[src/rtl/keccak_pkg.sv]
// Shared constants, lane type and index helpers for the Keccak theta D stage.
package keccak_pkg;

  localparam int NUM_LANES      = 5;
  localparam int LANE_W_DEFAULT = 64;

  typedef logic [LANE_W_DEFAULT-1:0] lane_t;

  // Rotate left by one: the MSB wraps into bit 0.
  function automatic lane_t rol1(input lane_t v);
    return {v[LANE_W_DEFAULT-2:0], v[LANE_W_DEFAULT-1]};
  endfunction

  function automatic int prev5(input int x);
    return (x + NUM_LANES - 1) % NUM_LANES;
  endfunction

  function automatic int next5(input int x);
    return (x + 1) % NUM_LANES;
  endfunction

endpackage

[src/rtl/keccak_d_lane.sv]
// Combinational D for one lane: D = cPrev ^ ROL(cNext, 1).
module keccak_d_lane #(
  parameter int LANE_W = 64
) (
  input  logic [LANE_W-1:0] cPrev_i,
  input  logic [LANE_W-1:0] cNext_i,
  output logic [LANE_W-1:0] dLane_o
);

  assign dLane_o = cPrev_i ^ {cNext_i[LANE_W-2:0], cNext_i[LANE_W-1]};

endmodule

[src/rtl/keccak_theta_d.sv]
// Keccak theta "D" stage, one registered cycle with valid qualifier.
// Optional XOR-reduced parity output enabled by KECCAK_THETA_D_PARITY_EN.
module keccak_theta_d
  import keccak_pkg::*;
#(
  parameter int LANE_W = LANE_W_DEFAULT
) (
  input  logic                          inClk,
  input  logic                          inRst,
  input  logic                          inValid,
  input  logic [NUM_LANES*LANE_W-1:0]   inData,
`ifdef KECCAK_THETA_D_PARITY_EN
  output logic                          outParity,
`endif
  output logic                          outValid,
  output logic [NUM_LANES*LANE_W-1:0]   outData
);

  logic [NUM_LANES*LANE_W-1:0] dComb;
  logic [NUM_LANES*LANE_W-1:0] data_d, data_q;
  logic                        valid_d, valid_q;

  // Lane x pulls C from its neighbours, wrapping around the five lanes.
  for (genvar x = 0; x < NUM_LANES; x++) begin : gLane
    localparam int P = prev5(x);
    localparam int N = next5(x);
    keccak_d_lane #(.LANE_W(LANE_W)) uLane (
      .cPrev_i (inData[LANE_W*P +: LANE_W]),
      .cNext_i (inData[LANE_W*N +: LANE_W]),
      .dLane_o (dComb[LANE_W*x +: LANE_W])
    );
  end

  // Valid comes only from inValid, so unknown data on idle cycles cannot reach it.
  always_comb begin
    valid_d = inValid;
    data_d  = data_q;
    if (inValid) data_d = dComb;
  end

  always_ff @(posedge inClk) begin
    if (inRst) begin
      valid_q <= 1'b0;
      data_q  <= '0;
    end else begin
      valid_q <= valid_d;
      data_q  <= data_d;
    end
  end

  assign outValid = valid_q;
  assign outData  = data_q;

`ifdef KECCAK_THETA_D_PARITY_EN
  logic parity_d, parity_q;

  always_comb begin
    parity_d = parity_q;
    if (inValid) parity_d = ^dComb;
  end

  always_ff @(posedge inClk) begin
    if (inRst) parity_q <= 1'b0;
    else       parity_q <= parity_d;
  end

  assign outParity = parity_q;
`endif

endmodule

[config.mk]
export PLATFORM = sky130hd
export DESIGN_NAME = keccak_theta_d
export DESIGN_NICKNAME = d
export VERILOG_FILES = /design/src/rtl/keccak_pkg.sv /design/src/rtl/keccak_d_lane.sv /design/src/rtl/keccak_theta_d.sv
export SDC_FILE = /design/constraint.sdc
export NUM_CORES = 1
export LEC_CHECK = 0
export CAP_MARGIN = 30
export CORE_AREA = 2 2 251 253
export CTS_BUF_LIST = sky130_fd_sc_hd__clkbuf_2
export DETAILED_ROUTE_END_ITERATION = 7
export DIE_AREA = 0 0 253 255
export HOLD_SLACK_MARGIN = 0.05
export PLACE_DENSITY_LB_ADDON = 0.05
export RECOVER_POWER = 25
export SLEW_MARGIN = 10
export SYNTH_ARGS = -nofsm -noshare
export SYNTH_HDL_FRONTEND = slang
export SYNTH_SLANG_ARGS = --single-unit
[constraint.sdc]
create_clock -name inClk -period 1.5 [get_ports inClk]
set_input_delay 0.3 -clock inClk [delete_from_list [all_inputs] [get_ports inClk]]
set_output_delay 0.3 -clock inClk [all_outputs]
set_load 0.05 [all_outputs]
==> reports/metrics.yaml, run 1 <==
power_and_ir_drop:
  cell_internal_pwr_mw: 17.8
  net_switching_power_figure_mw: 9.74
  leakagePower_nw: 11.6
  power_per_cell_area_nw_per_um2: 889
  p_total_mw: 27.6
  vdd.ir_drop.worst_mv: 0.424
  power_frac_seq_pct: 36.6
  power.combinational.fraction_pct: 38.4
  power.switching_fraction_pct: 35.3
  share_of_power_burned_in_the_clock_network_pct: 25.1
placed_design:
  preCtsSetupSlack_ns: -0.0749
  portBuffers: 643
  dp.final_hpwl_um: 48700
  final_gp_congestion: 0.819
setup_path:
  critical-path-top-delay-family: "buffers and inverters"
  worstPathArrival_ns: 2.95
  critical_path.reg2reg.startpoint: "outData[203]$_SDFFE_PP0P_"
  critical_path.most_common_cell: "dlygate4sd3_1"
  reg2reg_to: "outData[203]$_SDFFE_PP0P_"
  timing.critical_path.slowest_stage_cell: "clkbuf_2"
  cp_num_buf_inv: 5
  slowest_delay_ns: 0.68
  timing_worst_setup_path_type: "primary input to flip-flop"
  crit_path_max_fanout: 29
  worst_reg2reg_setup_slack_ns: 0.26
  crit_required_ns: 2.50
  worst_setup_path_start_kind: "primary input"
  worstRegToRegCells: 3
  worst-path-stages: 7
  path_cells: "dlygate4sd3_1 > clkbuf_4 > clkbuf_2 > clkbuf_1 > nor2_1 > a211oi_2 > dlygate4sd3_1"
  setup.worst_path.end_class: "flip-flop"
sta:
  fmaxAchievable_mhz: 513
  fin_skew_ns: 0
  finalSetupViolations: 443
  finalWorstSetupSlack_ns: -0.451
  hold_viol_final: 0
  fin_tns_setup_ns: -129.63
  worst_slew_margin_rel_pct: 45.6
  rsz0062_at_grt: "yes"
  final.period_utilization_pct: 130
  slew_viol_final: 0
  fin_hold_ws_ns: 0.151
  final_period_minus_worst_setup_slack_ns: 1.95
  tightestPinTransition_ns: 0.817
synth:
  post_synthesis_sequential_element_count: 321
  synth_sequential_area_ratio_pct: 45.2
  synth_edf_count: 0
  yosys-top-cells-count: "321 x dfxtp_1, 320 x nor2_1, 320 x xnor2_1, 167 x a211oi_2, 153 x a211oi_1"
  synthesis.area_per_instance_um2: 10.2
  synth-async-reset-ratio_pct: 0
  synth_largest_type_area_fraction_pct: 45.2
  yosysWarnings: 0
  synth_area_leader_cell: "dfxtp_1"
  post_synthesis_instance_total: 1389
  synthDistinctLibCells: 11
  synth_flop_cell: "dfxtp_1"
  synth_area_um2: 14200
  yosys.cell_count.top_type: "dfxtp_1"
  postSynthNetCount: 1712
  ys_top_cells_by_area: "dfxtp_1 45%, xnor2_1 20%, a211oi_2 15%"
clock_network:
  cts-buffers-inserted: 98
  clk_transition_reported_paths_ns: 0.10
  root_buffer: "clkbuf_2"
  clkSinkCount: 321
  worst_skew_pair.late_latency_ns: 1.05
  tritoncts: "done"
  cts.htree.levels: 3
  clock_tree.buffer_depth: 3
status:
  violations: "setup timing"
  outcome: "finished with violations"
hold_path:
  hold_path_origin: "inRst"
  worst_hold_path_type: "primary input to flip-flop"
  whs_path_depth: 3
  min_to: "outData[10]$_SDFFE_PP0P_"
floorplanning:
  die_h_um: 255
  fp.dieArea_um2: 64500
  fp-row-count: 92
  start_util_pct: 22.9
  i_o_pin_total: 644
  core_region_area_um2: 62200
  floorplan.die.width_um: 253
global_routing:
  grt_max_degree: 68
  grt_pass1_wl_um: 94600
  grt_usage_pct: 19.6
  grt_overflow: 0
  grt_pass1_vias: 15544
  antenna_found_initial: 5
detailed_routing:
  dr.first_iter.drc_count: 480
  routed_wl_um: 65000
  detailroute.via_count: 14617
  antenna_left: 0
  post_drt_wl_per_cell_um: 18.9
  drt_pass1_iterations: 4
  post-route-drc-count: 0
  detail_route.vias_per_cell: 4.26
layout:
  nFillCells: 5728
  final_util_pct: 49.9
  register_area_um2: 6870
  multi_input_comb_area_um2: 7240
  final_layout_size_suffix_gt1_share_pct: 39.3
  area_growth_syn_to_layout_pct: 118
  num-nets-final: 2901
run:
  maxCapViolations: 0
==> kinds of logic after synthesis <==
logic type	after synthesis	synth area share (%)
xor+xnor	320	19.7
compound gates	320	22.8
buf+inv	107	3.84
flops	321	45.2
simple gates	321	8.49
==> worst reg2reg max path: stages (launching register included) <==
cell and delay, ns:
dfxtp_2 0.37, nor2_1 0.06, a211oi_2 0.18, dlygate4sd3_1 0.58
==> power by group through the flow <==
| stage | Sequential, mW | Clock [mW] | Combinational [mW] |
|---|---|---|---|
| after floorplan | 12.1 | 0 | 2.10 |
| after global placement | 10.1 | 0 | 9.24 |
| after detailed placement | 10.2 | 0 | 9.26 |
| after CTS | 10.1 | 7.34 | 10.6 |
| after global routing | 10.2 | 7.76 | 11.1 |
| final | 10.1 | 6.91 | 10.6 |
==> state kept, by name, indices dropped and copies added, names as in the netlist <==
| name | count |
|---|---|
| outData | 320 |
| outValid | 1 |
==> stage by stage <==
stage          std cells  instance area (um2)
3_5_place_dp        2779                25100
2_1_floorplan       1389                14200
3_3_place_gp        2779                25100
6_report            3435                31000
5_1_grt             3432                31000
4_1_cts             3395                31000
==> layout make-up <==
| type | instances | area share (%) |
|---|---|---|
| well taps | 799 | 3.22 |
| diodes | 9 | 0.0726 |
| clock inverters | 13 | 0.424 |
| repair buffers | 1196 | 48.6 |
| flip-flops and latches | 321 | 22.2 |
| multi-input cells | 961 | 23.3 |
| clock buffers | 136 | 2.19 |
==> metal layers <==
layer | vias up | global-route usage (%) | part of all wire [%] | routed length, um
met4 | 2 | 9.69 | 5.0 | 3240
met1 | 6787 | 21.2 | 38 | 25000
met3 | 142 | 7.15 | 7.5 | 4890
li1 | 7216 | - | - | -
met5 | - | 0 | 0.020 | 13
met2 | 470 | 33.8 | 49 | 31900
==> how the worst max path moves through the flow <==
| stage | startpoint | end | slack [ns] |
|---|---|---|---|
| after global placement | inData[251] | outData[188]$_SDFFE_PP0P_ | -0.08 |
| final | inValid | outData[203]$_SDFFE_PP0P_ | -0.45 |
| after floorplan | inRst | outData[224]$_SDFFE_PP0P_ | 0.40 |
| after CTS | outData[315]$_SDFFE_PP0P_ | outData[315] | -0.62 |
| after detailed placement | inData[251] | outData[188]$_SDFFE_PP0P_ | -0.07 |
| after global routing | outData[315]$_SDFFE_PP0P_ | outData[315] | -0.63 |
==> cells in the final DEF, fill, tap and decap left out <==
master	instances
buf_4	78
nor2b_1	1
a211oi_1	155
xnor2_1	320
bufinv_16	3
diode_2	9
nor2_1	320
buf_8	1
buf_2	1
clkinvlp_4	1
clkinv_1	9
clkbuf_2	141
dfxtp_1	21
dfxtp_2	271
a211oi_2	165
clkbuf_4	7
clkdlybuf4s50_1	318
dlygate4sd3_1	445
clkbuf_1	5
dfxtp_4	29
buf_12	336
==> repair_timing <==
action	in CTS	in global routing
gates resized for setup	336	14
endpoints found under the hold margin	321	0
endpoints found under the setup margin	321	323
pin swaps	0	0
buffers inserted	23	32
cloned	0	0
hold buffers	444	0
Power figures use the tool's default switching activity.
==> run 2: changes to the inputs <==
- ABC_AREA: not set -> 1
- CORE_AREA: 2 2 251 253 -> 2 2 252 254
- CTS_CLUSTER_SIZE: not set -> 20
- DIE_AREA: 0 0 253 255 -> 0 0 254 256
==> reports/metrics.yaml, run 2 <==
status:
  outcome: "finished with violations"
  violations: "setup timing"
floorplanning:
  fp.dieArea_um2: 65000
  start_util_pct: 27.3
  i_o_pin_total: 644
  core_region_area_um2: 62400
  fp-row-count: 92
  floorplan.die.width_um: 254
  die_h_um: 256
sta:
  finalWorstSetupSlack_ns: -0.484
  rsz0062_at_grt: "yes"
  final_period_minus_worst_setup_slack_ns: 1.98
  final.period_utilization_pct: 132
  slew_viol_final: 0
  hold_viol_final: 0
  fmaxAchievable_mhz: 504
  worst_slew_margin_rel_pct: 34.7
  finalSetupViolations: 354
  fin_skew_ns: 0
  tightestPinTransition_ns: 0.980
detailed_routing:
  drt_pass1_iterations: 5
  detail_route.vias_per_cell: 4.26
  post_drt_wl_per_cell_um: 15.2
  detailroute.via_count: 21735
  antenna_left: 0
  dr.first_iter.drc_count: 950
  routed_wl_um: 77700
  post-route-drc-count: 0
synth:
  synth_flop_cell: "dfxtp_1"
  yosys.cell_count.top_type: "nand2_1"
  synth_edf_count: 0
  synthesis.area_per_instance_um2: 5.70
  synth_sequential_area_ratio_pct: 37.7
  synthDistinctLibCells: 8
  ys_top_cells_by_area: "dfxtp_1 38%, nand2_1 21%, inv_1 14%"
  synth_area_leader_cell: "dfxtp_1"
  synth-async-reset-ratio_pct: 0
  post_synthesis_instance_total: 2990
  post_synthesis_sequential_element_count: 321
  synth_largest_type_area_fraction_pct: 37.7
  synth_area_um2: 17000
  yosys-top-cells-count: "960 x nand2_1, 641 x inv_1, 641 x nor2_1, 321 x dfxtp_1, 320 x nand3_1"
  yosysWarnings: 0
  postSynthNetCount: 3313
layout:
  final_layout_size_suffix_gt1_share_pct: 19.4
  num-nets-final: 4507
  area_growth_syn_to_layout_pct: 99.9
  final_common_cell: "nand2_1"
  commonest_cells_after_routing_fill_and_taps_aside: "960 x nand2_1, 641 x nor2_1, 641 x inv_1"
  largest_reg_flops: 320
  stdcell_count: 5102
  nFillCells: 6029
clock_network:
  clkSinkCount: 321
  tritoncts: "done"
  cts.htree.levels: 3
  cts-buffers-inserted: 101
  root_buffer: "clkbuf_2"
  clock_tree.buffer_depth: 3
  clk_transition_reported_paths_ns: 0.09
  worst_skew_pair.late_latency_ns: 1.09
setup_path:
  crit_required_ns: 2.51
  worst_reg2reg_setup_slack_ns: 0.13
  worstPathArrival_ns: 3.00
  critical_path.reg2reg.startpoint: "outData[297]$_SDFFE_PP0P_"
  cp_num_buf_inv: 6
  setup.worst_path.end_class: "flip-flop"
  critical-path-top-delay-family: "buffers and inverters"
  crit_path_max_fanout: 46
  crit_path_start: "inValid"
  worst_setup_path_start_kind: "primary input"
  timing.critical_path.slowest_stage_cell: "buf_2"
  slowest_delay_ns: 0.74
  path_cells: "dlygate4sd3_1 > buf_8 > buf_6 > buf_2 > nor2_1 > nor2_1 > nand2_1 > dlygate4sd3_1 > inv_1"
  timing_worst_setup_path_type: "primary input to flip-flop"
power_and_ir_drop:
  p_total_mw: 26.7
  vdd.ir_drop.worst_mv: 0.507
  power_per_cell_area_nw_per_um2: 783
  leakagePower_nw: 17.8
global_routing:
  grt_pass1_vias: 21686
  grt_max_degree: 77
  grt_overflow: 0
  antenna_found_initial: 13
  grt_pass1_wl_um: 119000
  grt_usage_pct: 23.4
hold_path:
  worst_hold_path_type: "primary input to flip-flop"
  hold_path_origin: "inData[272]"
placed_design:
  final_gp_congestion: 0.920
  portBuffers: 643
  post-place-cells: 4408
  dp.final_hpwl_um: 56900
run:
  maxCapViolations: 0
run 2: changes by cell type after synthesis, sizes merged:
cell | previous run | this run
nand2 | 0 | 960
inv | 0 | 641
nor2 | 320 | 641
a211oi | 320 | 0
nand3 | 0 | 320
xnor2 | 320 | 0
nor2b | 1 | 0
run 2: final timing paths:
path | endpoint | cells after the start
setup reg to reg | outData[297]$_SDFFE_PP0P_ | 6
hold reg to reg | outData[309]$_SDFFE_PP0P_ | 4
setup / recovery | outData[245]$_SDFFE_PP0P_ | 9
hold / removal | outData[209]$_SDFFE_PP0P_ | 5
run 2: cell type report:
type	count	area (um2)	area share (%)
clock inverters	20	101	0.298
multi-input cells	1921	7610	22.3
diodes	13	32.5	0.0955
well taps	846	1060	3.11
repair buffers	1198	15200	44.7
flip-flops and latches	321	6910	20.3
clock buffers	142	711	2.09
inverters	641	2410	7.06
run 2: logic make-up (layout without fill, tap and decap cells):
family                 count (synthesis)  count (layout)  synth area share, %
AND/OR/NAND/NOR                     1921            1921                 44.7
buffers and inverters                748            2001                 17.6
flip-flops                           321             321                 37.7
other                                  0              13                    0
run 2: stage by stage:
step | util, % | cell area, um2 | hold slack [ns] | worst slack, ns | TNS, ns
5_1_grt | 54.6 | 34100 | 0.0382 | -0.606 | -187.61
3_3_place_gp | 44.5 | 27700 | 0.569 | -0.0212 | -0.0212
4_1_cts | 54.7 | 34100 | 0.0773 | -0.601 | -175.16
3_5_place_dp | 44.5 | 27700 | 0.575 | -0.0153 | -0.0153
6_report | 54.6 | 34100 | 0.115 | -0.484 | -128.47
2_1_floorplan | - | 17000 | 0.491 | 0.399 | 0
run 2: timing repair:
action,CTS,global route
endpoints found under the setup margin,321,361
gates resized for setup,342,18
hold buffers,508,54
pin swaps,0,0
setup buffers,1,10
hold endpoints to repair,321,40
run 2: layer usage:
layer	share of wire, %	track usage (%)
met1	39	25.1
met2	48	40.5
met3	8.1	8.05
met4	4.9	11.4
met5	0.0090	0
run 2: worst reg2reg max path, cell delays in order, from the launching register on:
cell and delay, ns:
dfxtp_4 0.37, buf_4 0.13, nor2_1 0.08, nor2_1 0.05, nand2_1 0.07, inv_1 0.04
dlygate4sd3_1 0.54
run 2: power breakdown:
group          leakage [nW]  total, mW  internal, mW  switching [mW]
Combinational          14.4       9.92          4.90            5.02
Clock                 0.645       6.80          2.66            4.13
Sequential             2.77       9.95          9.25           0.692
==> run 3: changes to the inputs <==
- ABC_CLOCK_PERIOD_IN_PS: not set -> 1500
==> results of run 3 <==
The final DEF is identical to that of run 2; final timing and power are the same.
